### src/rtl/fft_controller.sv
// Sequencer for a 64-point in-place radix-2 DIT FFT: bit-reversed load, 6x32 butterflies, natural-order unload.
// Define FFT_AUTO_RESTART_EN to re-enter LOAD straight after the last bin instead of waiting in IDLE.
module fft_controller #(
  parameter int N_LOG2 = 6,
  parameter int WIDTH  = 32
) (
  input  logic              clk,
  input  logic              reset_n,
  input  logic              start,
  input  logic [WIDTH-1:0]  sample_data,
  input  logic              sample_valid,
  output logic              sample_ready,
  input  logic [WIDTH-1:0]  bfly_a,
  input  logic [WIDTH-1:0]  bfly_b,
  output logic              ram_write,
  output logic [N_LOG2-1:0] ram_address_a,
  output logic [N_LOG2-1:0] ram_address_b,
  output logic [WIDTH-1:0]  ram_d_a,
  output logic [WIDTH-1:0]  ram_d_b,
  input  logic [WIDTH-1:0]  ram_q_a,
  output logic [N_LOG2-2:0] twiddle_address,
  output logic [WIDTH-1:0]  out_data,
  output logic              out_valid,
  input  logic              out_ready,
  output logic              out_last,
  output logic              busy,
  output logic              done
);

  localparam int TW = N_LOG2 - 1;
  localparam logic [N_LOG2-1:0] ONE   = 1;
  localparam logic [N_LOG2-1:0] C_END = '1;
  localparam logic [TW-1:0]     I_END = '1;
  localparam logic [2:0]        S_END = 3'(N_LOG2 - 1);
  localparam logic [2:0]        TWS   = 3'(TW);

  typedef enum logic [1:0] {
    IDLE,
    LOAD,
    COMPUTE,
    UNLOAD
  } state_t;

  state_t            state_q, state_d;
  logic [N_LOG2-1:0] cnt_q, cnt_d;
  logic [2:0]        s_q, s_d;
  logic [TW-1:0]     i_q, i_d;
  logic              ph_q, ph_d;
  logic              done_q, done_d;

  logic [N_LOG2-1:0] span, mask, hi, bf_a, bf_b;
  logic [TW-1:0]     pos, tw;

  function automatic logic [N_LOG2-1:0] bitrev(
    input logic [N_LOG2-1:0] x
  );
    logic [N_LOG2-1:0] r;
    for (int k = 0; k < N_LOG2; k++) begin
      r[k] = x[N_LOG2-1-k];
    end
    return r;
  endfunction

  // butterfly pair and twiddle index for stage s, butterfly i
  always_comb begin
    span = ONE << s_q;
    mask = span - ONE;
    pos  = i_q & mask[TW-1:0];
    hi   = ({1'b0, i_q} >> s_q) << (s_q + 3'd1);
    bf_a = hi | {1'b0, pos};
    bf_b = bf_a + span;
    tw   = pos << (TWS - s_q);
  end

  always_comb begin
    state_d         = state_q;
    cnt_d           = cnt_q;
    s_d             = s_q;
    i_d             = i_q;
    ph_d            = ph_q;
    done_d          = 1'b0;
    sample_ready    = 1'b0;
    ram_write       = 1'b0;
    ram_address_a   = '0;
    ram_address_b   = '0;
    ram_d_a         = '0;
    ram_d_b         = '0;
    twiddle_address = '0;
    out_data        = '0;
    out_valid       = 1'b0;
    out_last        = 1'b0;
    unique case (state_q)
      IDLE: begin
        if (start) begin
          state_d = LOAD;
          cnt_d   = '0;
        end
      end
      LOAD: begin
        sample_ready = 1'b1;
        if (sample_valid) begin
          ram_write     = 1'b1;
          ram_address_a = bitrev(cnt_q);
          ram_address_b = bitrev(cnt_q);
          ram_d_a       = sample_data;
          ram_d_b       = sample_data;
          cnt_d         = cnt_q + ONE;
          if (cnt_q == C_END) begin
            state_d = COMPUTE;
            s_d     = '0;
            i_d     = '0;
            ph_d    = 1'b0;
          end
        end
      end
      COMPUTE: begin
        ram_address_a   = bf_a;
        ram_address_b   = bf_b;
        twiddle_address = tw;
        ph_d            = ~ph_q;
        if (ph_q) begin
          ram_write = 1'b1;
          ram_d_a   = bfly_a;
          ram_d_b   = bfly_b;
          i_d       = i_q + 1'b1;
          if (i_q == I_END) begin
            s_d = s_q + 3'd1;
            if (s_q == S_END) begin
              state_d = UNLOAD;
              cnt_d   = '0;
              s_d     = '0;
            end
          end
        end
      end
      UNLOAD: begin
        ram_address_a = cnt_q;
        ram_address_b = cnt_q;
        out_data      = ram_q_a;
        out_valid     = 1'b1;
        out_last      = (cnt_q == C_END);
        if (out_ready) begin
          cnt_d = cnt_q + ONE;
          if (cnt_q == C_END) begin
            done_d = 1'b1;
`ifdef FFT_AUTO_RESTART_EN
            state_d = LOAD;
`else
            state_d = IDLE;
`endif
          end
        end
      end
      default: state_d = IDLE;
    endcase
  end

  always_ff @(posedge clk or negedge reset_n) begin
    if (!reset_n) begin
      state_q <= IDLE;
      cnt_q   <= '0;
      s_q     <= '0;
      i_q     <= '0;
      ph_q    <= 1'b0;
      done_q  <= 1'b0;
    end else begin
      state_q <= state_d;
      cnt_q   <= cnt_d;
      s_q     <= s_d;
      i_q     <= i_d;
      ph_q    <= ph_d;
      done_q  <= done_d;
    end
  end

  assign busy = (state_q != IDLE);
  assign done = done_q;

endmodule
### config.mk
export PLATFORM = sky130hd
export DESIGN_NAME = fft_controller
export DESIGN_NICKNAME = d
export VERILOG_FILES = /design/src/rtl/fft_controller.sv
export SDC_FILE = /design/constraint.sdc
export NUM_CORES = 1
export LEC_CHECK = 0
export CORE_ASPECT_RATIO = 0.9
export CORE_MARGIN = 5
export CORE_UTILIZATION = 37
export DETAILED_ROUTE_END_ITERATION = 8
export PLACE_DENSITY = 0.88
export RECOVER_POWER = 25
export SLEW_MARGIN = 25
export SYNTH_ARGS = -nofsm -noshare
export SYNTH_HDL_FRONTEND = slang
export SYNTH_SLANG_ARGS = --single-unit
export TNS_END_PERCENT = 10
### constraint.sdc
create_clock -name clk -period 11.3 [get_ports clk]
set_input_delay 2.825 -clock clk [delete_from_list [all_inputs] [get_ports clk]]
set_output_delay 2.825 -clock clk [all_outputs]
set_load 0.1 [all_outputs]
==> flow_summary.json, run 1 <==
{
  "syn_area_um2": 3250,
  "dieArea_um2": 10800,
  "dieHeight_um": 98.9,
  "fin_skew_ns": 0.00171,
  "cts_buffers": 3,
  "final_cell_mix": "clkdlybuf4s50_1 (246), nand2_1 (129), a21boi_0 (66), and2_1 (35), o21ai_0 (24)",
  "timing.final.crit_share_pct": 74.9,
  "num_antenna_cells": 0,
  "synth_ff_type": "dfrtp_1",
  "wl_met3_um": 1150,
  "fin_util_pct": 68.0,
  "grtUsageTotal_pct": 26.8,
  "grt_pass1_wl_um": 23300,
  "grt_pass1_vias": 4528,
  "drv_slew": 0,
  "crit_buf_inv": 3,
  "endpoint_kind": "output port",
  "clock.fmax_ghz": 0.118,
  "ctsResizeCount": 0,
  "cp.arrival_ns": 5.64,
  "path_max_fanout": 39,
  "start_kind": "primary input",
  "crit_chain": "dlygate4sd3_1, and2_1, buf_4, a22oi_1, or2_2, o21ai_0, clkdlybuf4s50_1",
  "cts_tree": "built",
  "routed-wl-met2_um": 7410,
  "peakVddDrop_uv": 200,
  "drive_above_1_share_pct": 3.10,
  "route.detailed.drc": 0,
  "grt-ovfl-total": 0,
  "rr_startpoint": "s_q[1]$_DFFE_PN0P_",
  "worst-path-stages": 7,
  "p_per_area_nw_per_um2": 290,
  "final_nets": 866,
  "wl_met1_um": 5440,
  "synth_top_area_share_pct": 15.3,
  "r2r_end": "state_q[1]$_DFFE_PN0P_",
  "synth_cell_types": 58,
  "grt_max_degree": 66,
  "yosysTopAreaCell": "a21boi_0",
  "fin_crit_ns": 8.46,
  "core_area_um2": 8570,
  "worst_pin_slew_ns": 1.06,
  "detailroute.via_count": 4343,
  "synthArstFlopShare_pct": 100,
  "hold_path_startpoint": "cnt_q[4]$_DFFE_PN0P_",
  "hold_end": "cnt_q[4]$_DFFE_PN0P_",
  "antenna_found_initial": 0,
  "drt-initial-drc-count": 179,
  "rsz0062_at_grt": "false",
  "wire_per_inst_um": 17.4,
  "cts_hold_buf": 0,
  "critPathMaxStageDelay_ns": 1.16,
  "crit_start": "sample_valid",
  "ff2ff_path_depth": 7,
  "setup_viol": 0,
  "synth_area_per_cell_um2": 6.64,
  "routed_wl_um": 14500,
  "cts.path.max_buffers": 2,
  "p_leak_nw": 2.11,
  "syn-num-nets": 644,
  "via_per_inst": 5.24,
  "final_area_um2": 5830,
  "place_area_um2": 5770,
  "min_delay_path_depth": 1,
  "port_buffers": 251,
  "synth_area_leaders": "a21boi_0 (15%), nand2_1 (15%), dfrtp_1 (14%)",
  "yosysSeqAreaShare_pct": 13.9,
  "required_ns": 8.48,
  "drt_first_pass_iters": 4,
  "path_class": "primary input to output port",
  "dp_hpwl_um": 12000,
  "area_delta_synth_final_pct": 79.4,
  "synth-seq-cells": 18,
  "synth_edf_count": 0,
  "ys_warn_count": 0,
  "min_path_type": "register to register",
  "clk_latency_ns": 0.25,
  "hold_viol": 0,
  "regToRegSetupSlack_ns": 8.57,
  "io_pins": 252,
  "slowest_stage": "clkdlybuf4s50_1",
  "initial_core_util_pct": 37.9,
  "core.rowCount": 32,
  "max-cap-violations": 0,
  "layout_commonest_cell": "clkdlybuf4s50_1",
  "cts_sinks": 18,
  "highest_layer": "met4",
  "clk_pin_slew_worst_paths_ns": 0.07,
  "h-tree-depth": 1,
  "gp_congestion": 0.931,
  "cts_root_buf": "clkbuf_8",
  "status": "finished, final reports clean",
  "antenna_left": 0,
  "postCtsSetupBuffers": 0,
  "slew-limit-headroom_pct": 29.4,
  "syn_inst": 489,
  "die_w_um": 109,
  "tns_ns": 0,
  "cp_top_family": "buffers and inverters"
}
-- routing by layer --
metal	vias to the layer above	global-route usage, %
met5	-	0
met3	28	8.45
met2	156	47.9
li1	2131	-
met1	2028	30.1
met4	0	8.35
-- registers in the layout (all words and copies together), names as in the netlist --
signal   count
cnt_q        6
i_q          5
s_q          3
state_q      2
done         1
ph_q         1
-- metrics by stage --
| stage | cells | setup slack [ns] | total power [mW] | hold WS [ns] |
|---|---|---|---|---|
| finish | 829 | 2.84 | 1.69 | 0.555 |
| global route | 829 | 2.71 | 1.77 | 0.609 |
| CTS | 829 | 2.90 | 1.69 | 0.554 |
| detailed placement | 825 | 2.91 | 1.64 | 0.545 |
| global placement | 825 | 2.93 | 1.62 | 0.529 |
| floorplan | 489 | 2.69 | 1.29 | 0.489 |
-- final cells by class --
type / instances / area, µm²
Fill cell: 716 / 2740
Sequential cell: 18 / 450
Multi-Input combinational cell: 422 / 2590
Timing Repair Buffer: 253 / 2530
Clock buffer: 4 / 55.1
Inverter: 13 / 48.8
Tap cell: 119 / 149
-- cell families after synthesis --
kind of cell | after synthesis | synth area share (%)
AO/OA/AOI/OAI | 150 | 32.2
AND/OR/NAND/NOR | 231 | 33.2
buffers and inverters | 49 | 6.20
multiplexers | 10 | 3.58
XOR/XNOR | 8 | 2.16
flip-flops | 18 | 13.9
adder cells (fa/ha/maj) | 23 | 8.82
-- how the worst max path moves through the flow --
| stage | slack (ns) | end |
|---|---|---|
| after detailed placement | 2.91 | ram_address_a[3] |
| final | 2.84 | ram_address_a[3] |
| after CTS | 2.90 | ram_address_a[3] |
| after global routing | 2.71 | ram_address_b[3] |
| after floorplan | 2.69 | ram_d_a[0] |
| after global placement | 2.93 | ram_address_a[3] |
-- where the power goes --
part / switching, mW / total (mW) / internal, mW
Combinational: 1.11 / 1.52 / 0.401
Clock: 0.0219 / 0.0528 / 0.0309
Sequential: 0.0406 / 0.122 / 0.0816
Total: 1.18 / 1.69 / 0.513
-- synth_stat cells, types with 9 or more instances --
library cell  number
dfrtp_1           18
nor3_1            10
inv_1             12
buf_1              9
o21ai_0           24
nand2b_1           9
and2_1            36
a21oi_1           17
a21boi_0          66
clkbuf_1          20
nand2_1          129
ha_1              22
nor2_1            19
(Power assumes the default switching activity.)
==> inputs of run 2 (changes only) <==
--- a/config.mk
+++ b/config.mk
@@ -7,9 +7,9 @@
 export LEC_CHECK = 0
 export CORE_ASPECT_RATIO = 0.9
 export CORE_MARGIN = 5
-export CORE_UTILIZATION = 37
+export CORE_UTILIZATION = 31
 export DETAILED_ROUTE_END_ITERATION = 8
-export PLACE_DENSITY = 0.88
+export PLACE_DENSITY = 0.79
 export RECOVER_POWER = 25
 export SLEW_MARGIN = 25
 export SYNTH_ARGS = -nofsm -noshare
==> constraint.sdc (replaced) <==
create_clock -name clk -period 7.1 [get_ports clk]
set_input_delay 1.775 -clock clk [delete_from_list [all_inputs] [get_ports clk]]
set_output_delay 1.775 -clock clk [all_outputs]
set_load 0.1 [all_outputs]
==> run 2 against run 1 <==
  * Non-clock buffer count is 1 higher
  * Power rose by 60%
  * Critical path depth grew 4
  * Sequential power is 57% higher
  * Cell count increased by 1.4%
  * Count of clock-buffer cells in the layout unchanged
==> flow_summary.json, run 2 (synthesis results as in run 1) <==
{
  "use_met2_pct": 41.7,
  "met1_usage_pct": 24.8,
  "r2r_end": "state_q[1]$_DFFE_PN0P_",
  "layout_top_registers": "cnt_q (6), i_q (5), s_q (3)",
  "setup_viol": 0,
  "regMostFlops": "cnt_q",
  "dieHeight_um": 107,
  "hold_path_startpoint": "cnt_q[4]$_DFFE_PN0P_",
  "place_area_um2": 5600,
  "cts_tree": "built",
  "hold_end": "cnt_q[4]$_DFFE_PN0P_",
  "layout_commonest_cell": "clkdlybuf4s50_1",
  "p_per_area_nw_per_um2": 475,
  "required_ns": 5.33,
  "status": "finished, final reports clean",
  "postCtsSetupBuffers": 0,
  "io_pins": 252,
  "route.detailed.drc": 0,
  "switching_share_pct": 69.7,
  "fin_total_pwr_mw": 2.70,
  "ctsResizeCount": 0,
  "final_cell_mix": "clkdlybuf4s50_1 (169), nand2_1 (129), buf_4 (80), a21boi_0 (66), and2_1 (35)",
  "final_nets": 867,
  "die_w_um": 118,
  "timing.final.crit_share_pct": 84.4,
  "core_area_um2": 10200,
  "p_leak_nw": 2.28,
  "clk_latency_ns": 0.25,
  "h-tree-depth": 1,
  "dp_hpwl_um": 12400,
  "gp_congestion": 0.924,
  "largest_reg_flops": 6,
  "cts_root_buf": "clkbuf_16",
  "worst_pin_slew_ns": 1.01,
  "initial_core_util_pct": 31.7,
  "drt_first_pass_iters": 5,
  "rsz0062_at_grt": "false",
  "power_frac_clock_pct": 4.6,
  "endpoint_kind": "output port",
  "slew-limit-headroom_pct": 32.5,
  "core.rowCount": 35,
  "internal-power_mw": 0.819,
  "grt_pass1_wl_um": 23100,
  "cts_hold_buf": 0,
  "p_sw_mw": 1.88,
  "fin_skew_ns": 0.00189,
  "path_class": "register to output port",
  "regToRegSetupSlack_ns": 4.35,
  "p_comb_share_pct": 88.3,
  "clock.fmax_ghz": 0.167,
  "min_path_type": "register to register",
  "antenna_found_initial": 1,
  "use_met3_pct": 6.22,
  "cts_sinks": 18,
  "dieArea_um2": 12600,
  "via_per_inst": 5.12,
  "cp.arrival_ns": 4.22,
  "start_kind": "register",
  "grt_pass1_vias": 4293,
  "seq_power_share_pct": 7.1,
  "cts_buffers": 3,
  "grt_max_degree": 67,
  "drive_above_1_share_pct": 13.9,
  "antenna_left": 0,
  "max-cap-violations": 0,
  "area_delta_synth_final_pct": 75.1,
  "grt-ovfl-total": 0,
  "final_area_um2": 5690,
  "cts.path.max_buffers": 2,
  "hold_viol": 0,
  "routed_wl_um": 15000,
  "drt-initial-drc-count": 283,
  "clk_pin_slew_worst_paths_ns": 0.05,
  "min_delay_path_depth": 1,
  "rr_startpoint": "s_q[1]$_DFFE_PN0P_",
  "port_buffers": 251,
  "detailroute.via_count": 4302,
  "drv_slew": 0,
  "ff2ff_path_depth": 7,
  "tns_ns": 0,
  "peakVddDrop_uv": 379,
  "fin_crit_ns": 5.99,
  "path_max_fanout": 20,
  "busiest_layer": "met2",
  "grtUsageTotal_pct": 22.2,
  "wire_per_inst_um": 17.9
}
[run 2: final cells by class]
| type | count | area [µm²] |
|---|---|---|
| multi-input combinational | 422 | 2590 |
| tap | 129 | 161 |
| clock buffer | 4 | 88.8 |
| timing repair buffer | 254 | 2340 |
| sequential | 18 | 450 |
| fill | 1018 | 4560 |
| inverter | 13 | 48.8 |
| antenna | 1 | 2.50 |
[run 2: routing by layer]
metal / up-vias / share of wire (%)
li1: 2126 / -
met1: 1989 / 37
met2: 165 / 53
met3: 22 / 7.9
met4: 0 / 2.4
met5: - / 0
[run 2: metrics by stage]
stage / hold slack, ns / setup WS, ns / instances / utilization, %
global placement: 0.528 / 1.65 / 836 / 54.7
floorplan: 0.489 / 0.591 / 489 / -
finish: 0.543 / 1.11 / 841 / 55.5
CTS: 0.538 / 1.17 / 840 / 55.5
global route: 0.576 / 0.802 / 841 / 55.5
detailed placement: 0.525 / 1.45 / 836 / 54.7
[run 2: how the worst max path moves through the flow]
stage,from,endpoint,slack (ns),depth (start not counted)
CTS,s_q[1]$_DFFE_PN0P_,ram_address_b[5],1.17,12
floorplan,sample_valid,ram_d_a[0],0.59,5
detailed placement,s_q[1]$_DFFE_PN0P_,ram_address_b[5],1.45,12
finish,s_q[1]$_DFFE_PN0P_,ram_address_b[5],1.11,11
global placement,sample_valid,ram_d_b[6],1.65,6
global route,s_q[1]$_DFFE_PN0P_,ram_address_b[5],0.80,11
[run 2: critical path, stage by stage (launching register included)]
cell and delay, ns:
dfrtp_1 0.80, inv_1 0.32, ha_1 0.69, xor2_1 0.13, o22a_1 0.21, o21ai_0 0.27
ha_1 0.35, a2111oi_2 0.37, a21oi_2 0.10, xor2_1 0.17, o22ai_1 0.21, buf_4 0.34
[run 2: power groups by stage]
| stage | logic (mW) | clock network [mW] | registers (mW) |
|---|---|---|---|
| after global routing | 2.50 | 0.133 | 0.198 |
| final | 2.38 | 0.125 | 0.192 |
| after global placement | 2.37 | 0 | 0.188 |
| after floorplan | 1.90 | 0 | 0.155 |
| after CTS | 2.40 | 0.127 | 0.190 |
| after detailed placement | 2.39 | 0 | 0.191 |
==> inputs of run 3 (changes only) <==
--- a/config.mk
+++ b/config.mk
@@ -7,9 +7,9 @@
 export LEC_CHECK = 0
 export CORE_ASPECT_RATIO = 0.9
 export CORE_MARGIN = 5
-export CORE_UTILIZATION = 31
+export CORE_UTILIZATION = 35
 export DETAILED_ROUTE_END_ITERATION = 8
-export PLACE_DENSITY = 0.79
+export PLACE_DENSITY = 0.84
 export RECOVER_POWER = 25
 export SLEW_MARGIN = 25
 export SYNTH_ARGS = -nofsm -noshare
==> constraint.sdc (replaced) <==
create_clock -name clk -period 5.7 [get_ports clk]
set_input_delay 1.425 -clock clk [delete_from_list [all_inputs] [get_ports clk]]
set_output_delay 1.425 -clock clk [all_outputs]
set_load 0.1 [all_outputs]
==> run 3 against run 2 <==
  * Count of clock-buffer cells in the layout is 1 lower
  * Largest power group unchanged
  * Critical path type unchanged
  * Wire length increased by 3.8%
  * Critical endpoint unchanged
  * Register-to-register slack worse by 1.2 ns
==> flow_summary.json, run 3 (synthesis results as in run 1) <==
{
  "status": "finished, final reports clean",
  "place_ws_ns": 0.991,
  "slowest_stage": "o21ai_0",
  "drt_first_pass_iters": 5,
  "port_buffers": 251,
  "via_per_inst": 5.24,
  "grt_pass1_wl_um": 24000,
  "p_sw_mw": 2.42,
  "cts_hold_buf": 0,
  "grt-ovfl-total": 0,
  "drt-initial-drc-count": 261,
  "antenna_left": 0,
  "required_ns": 4.28,
  "fillers": 692,
  "antenna_found_initial": 2,
  "num_antenna_cells": 0,
  "fin_crit_ns": 4.92,
  "clk_latency_ns": 0.25,
  "detailroute.via_count": 4387,
  "slew-limit-headroom_pct": 22.1,
  "initial_core_util_pct": 35.8,
  "largest_reg_flops": 6,
  "routed_wl_um": 15600,
  "clock.fmax_ghz": 0.203,
  "seq_power_share_pct": 5.9,
  "h-tree-depth": 1,
  "hold_viol": 0,
  "dieArea_um2": 11300,
  "rsz0062_at_grt": "false",
  "drive_above_1_share_pct": 19.4,
  "cp.arrival_ns": 3.49,
  "dieHeight_um": 101,
  "ctsResizeCount": 0,
  "cts_sinks": 18,
  "cp_top_family": "compound AO/OA/AOI/OAI gates",
  "final_cell_mix": "clkdlybuf4s50_1 (133), nand2_1 (129), buf_12 (77), a21boi_0 (66), buf_4 (44)",
  "fin_skew_ns": 0.00338,
  "layout_commonest_cell": "clkdlybuf4s50_1",
  "path_max_fanout": 8,
  "internal-power_mw": 1.25,
  "setup_ws_ns": 0.780,
  "grt_max_degree": 67,
  "core_area_um2": 9080,
  "cts.path.max_buffers": 2,
  "p_per_area_nw_per_um2": 563,
  "wire_per_inst_um": 18.6,
  "endpoint_kind": "output port",
  "path_class": "register to output port",
  "worst_pin_slew_ns": 1.17,
  "fin_util_pct": 71.9,
  "min_path_type": "register to register",
  "timing.final.crit_share_pct": 86.3,
  "p_comb_share_pct": 91.7,
  "cts_root_buf": "clkbuf_8",
  "final_nets": 872,
  "dp_hpwl_um": 13400,
  "grt_pass1_vias": 4521,
  "multiInputGateArea_um2": 2590,
  "power_frac_clock_pct": 2.5,
  "route.detailed.drc": 0,
  "core.rowCount": 33,
  "peakVddDrop_uv": 431,
  "fin_total_pwr_mw": 3.68,
  "max-cap-violations": 0,
  "switching_share_pct": 65.9,
  "area_delta_synth_final_pct": 101,
  "layout_top_registers": "cnt_q (6), i_q (5), s_q (3)",
  "die_w_um": 112,
  "cts_buffers": 3,
  "cts_tree": "built",
  "start_kind": "register",
  "crit_chain": "inv_1, ha_1, inv_1, o21ai_0, nand2_1, ha_1, maj3_2, a2111oi_2, a21oi_2, xor2_1, o22ai_1, buf_12",
  "regMostFlops": "cnt_q",
  "setup_viol": 0,
  "io_pins": 252,
  "crit_buf_inv": 3,
  "clk_pin_slew_worst_paths_ns": 0.07,
  "grtUsageTotal_pct": 26.1,
  "critPathMaxStageDelay_ns": 0.45,
  "postCtsSetupBuffers": 0,
  "p_leak_nw": 2.57,
  "seqCellArea_um2": 450,
  "drv_slew": 0,
  "tns_ns": 0,
  "gp_congestion": 0.920
}
-- run 3: cell types whose count changed in the layout (fill, tap and decap cells not counted), moves of 2 or more --
cell | before | now
clkbuf_16 | 3 | 0
clkbuf_8 | 1 | 3
buf_12 | 0 | 77
buf_4 | 80 | 44
clkdlybuf4s50_1 | 169 | 133
-- run 3: path summary, 6_finish.rpt --
kind | startpoint | endpoint | depth (start not counted) | slack (ns)
max reg2reg | i_q[1]$_DFFE_PN0P_ | cnt_q[3]$_DFFE_PN0P_ | 8 | 3.14
min reg2reg | cnt_q[4]$_DFFE_PN0P_ | cnt_q[4]$_DFFE_PN0P_ | 1 | 0.57
min | cnt_q[4]$_DFFE_PN0P_ | cnt_q[4]$_DFFE_PN0P_ | 1 | 0.57
max | s_q[1]$_DFFE_PN0P_ | ram_address_b[5] | 12 | 0.78
min in group asynchronous | reset_n | i_q[4]$_DFFE_PN0P_ | 1 | 1.72
max in group asynchronous | reset_n | done$_DFF_PN0_ | 1 | 3.44
-- run 3: worst reg2reg max path, delay by kind of cell (launching register included) --
family	cells	cell delay, ns
flip-flops	1	0.51
adder cells (fa/ha/maj)	2	0.38
AND/OR/NAND/NOR	3	0.64
AO/OA/AOI/OAI	3	0.93
-- run 3: cell type report --
| cell class | count | share of cell area (%) |
|---|---|---|
| timing repair buffer | 259 | 49.7 |
| tap | 122 | 2.34 |
| multi-input combinational | 422 | 39.7 |
| sequential | 18 | 6.90 |
| clock buffer | 3 | 0.632 |
| inverter | 13 | 0.747 |
-- run 3: routing by layer --
metal | wire length, µm | track usage, %
met4 | 388 | 6.36
met5 | 25 | 0
met1 | 5620 | 28.4
met2 | 8190 | 49.3
met3 | 1370 | 8.72
-- run 3: metrics by stage --
stage / cells / cell area (µm²) / hold WS, ns
finish: 837 / 6530 / 0.569
global route: 837 / 6530 / 0.601
CTS: 837 / 6540 / 0.552
detailed placement: 834 / 6500 / 0.544
global placement: 834 / 6500 / 0.527
floorplan: 489 / 3250 / 0.489
-- run 3: power groups by stage --
stage	logic, mW	clock network (mW)	registers (mW)
final	3.37	0.0905	0.216
after global routing	3.51	0.0977	0.223
after CTS	3.39	0.0933	0.215
after detailed placement	3.38	0	0.218
after global placement	3.35	0	0.213
after floorplan	2.37	0	0.193
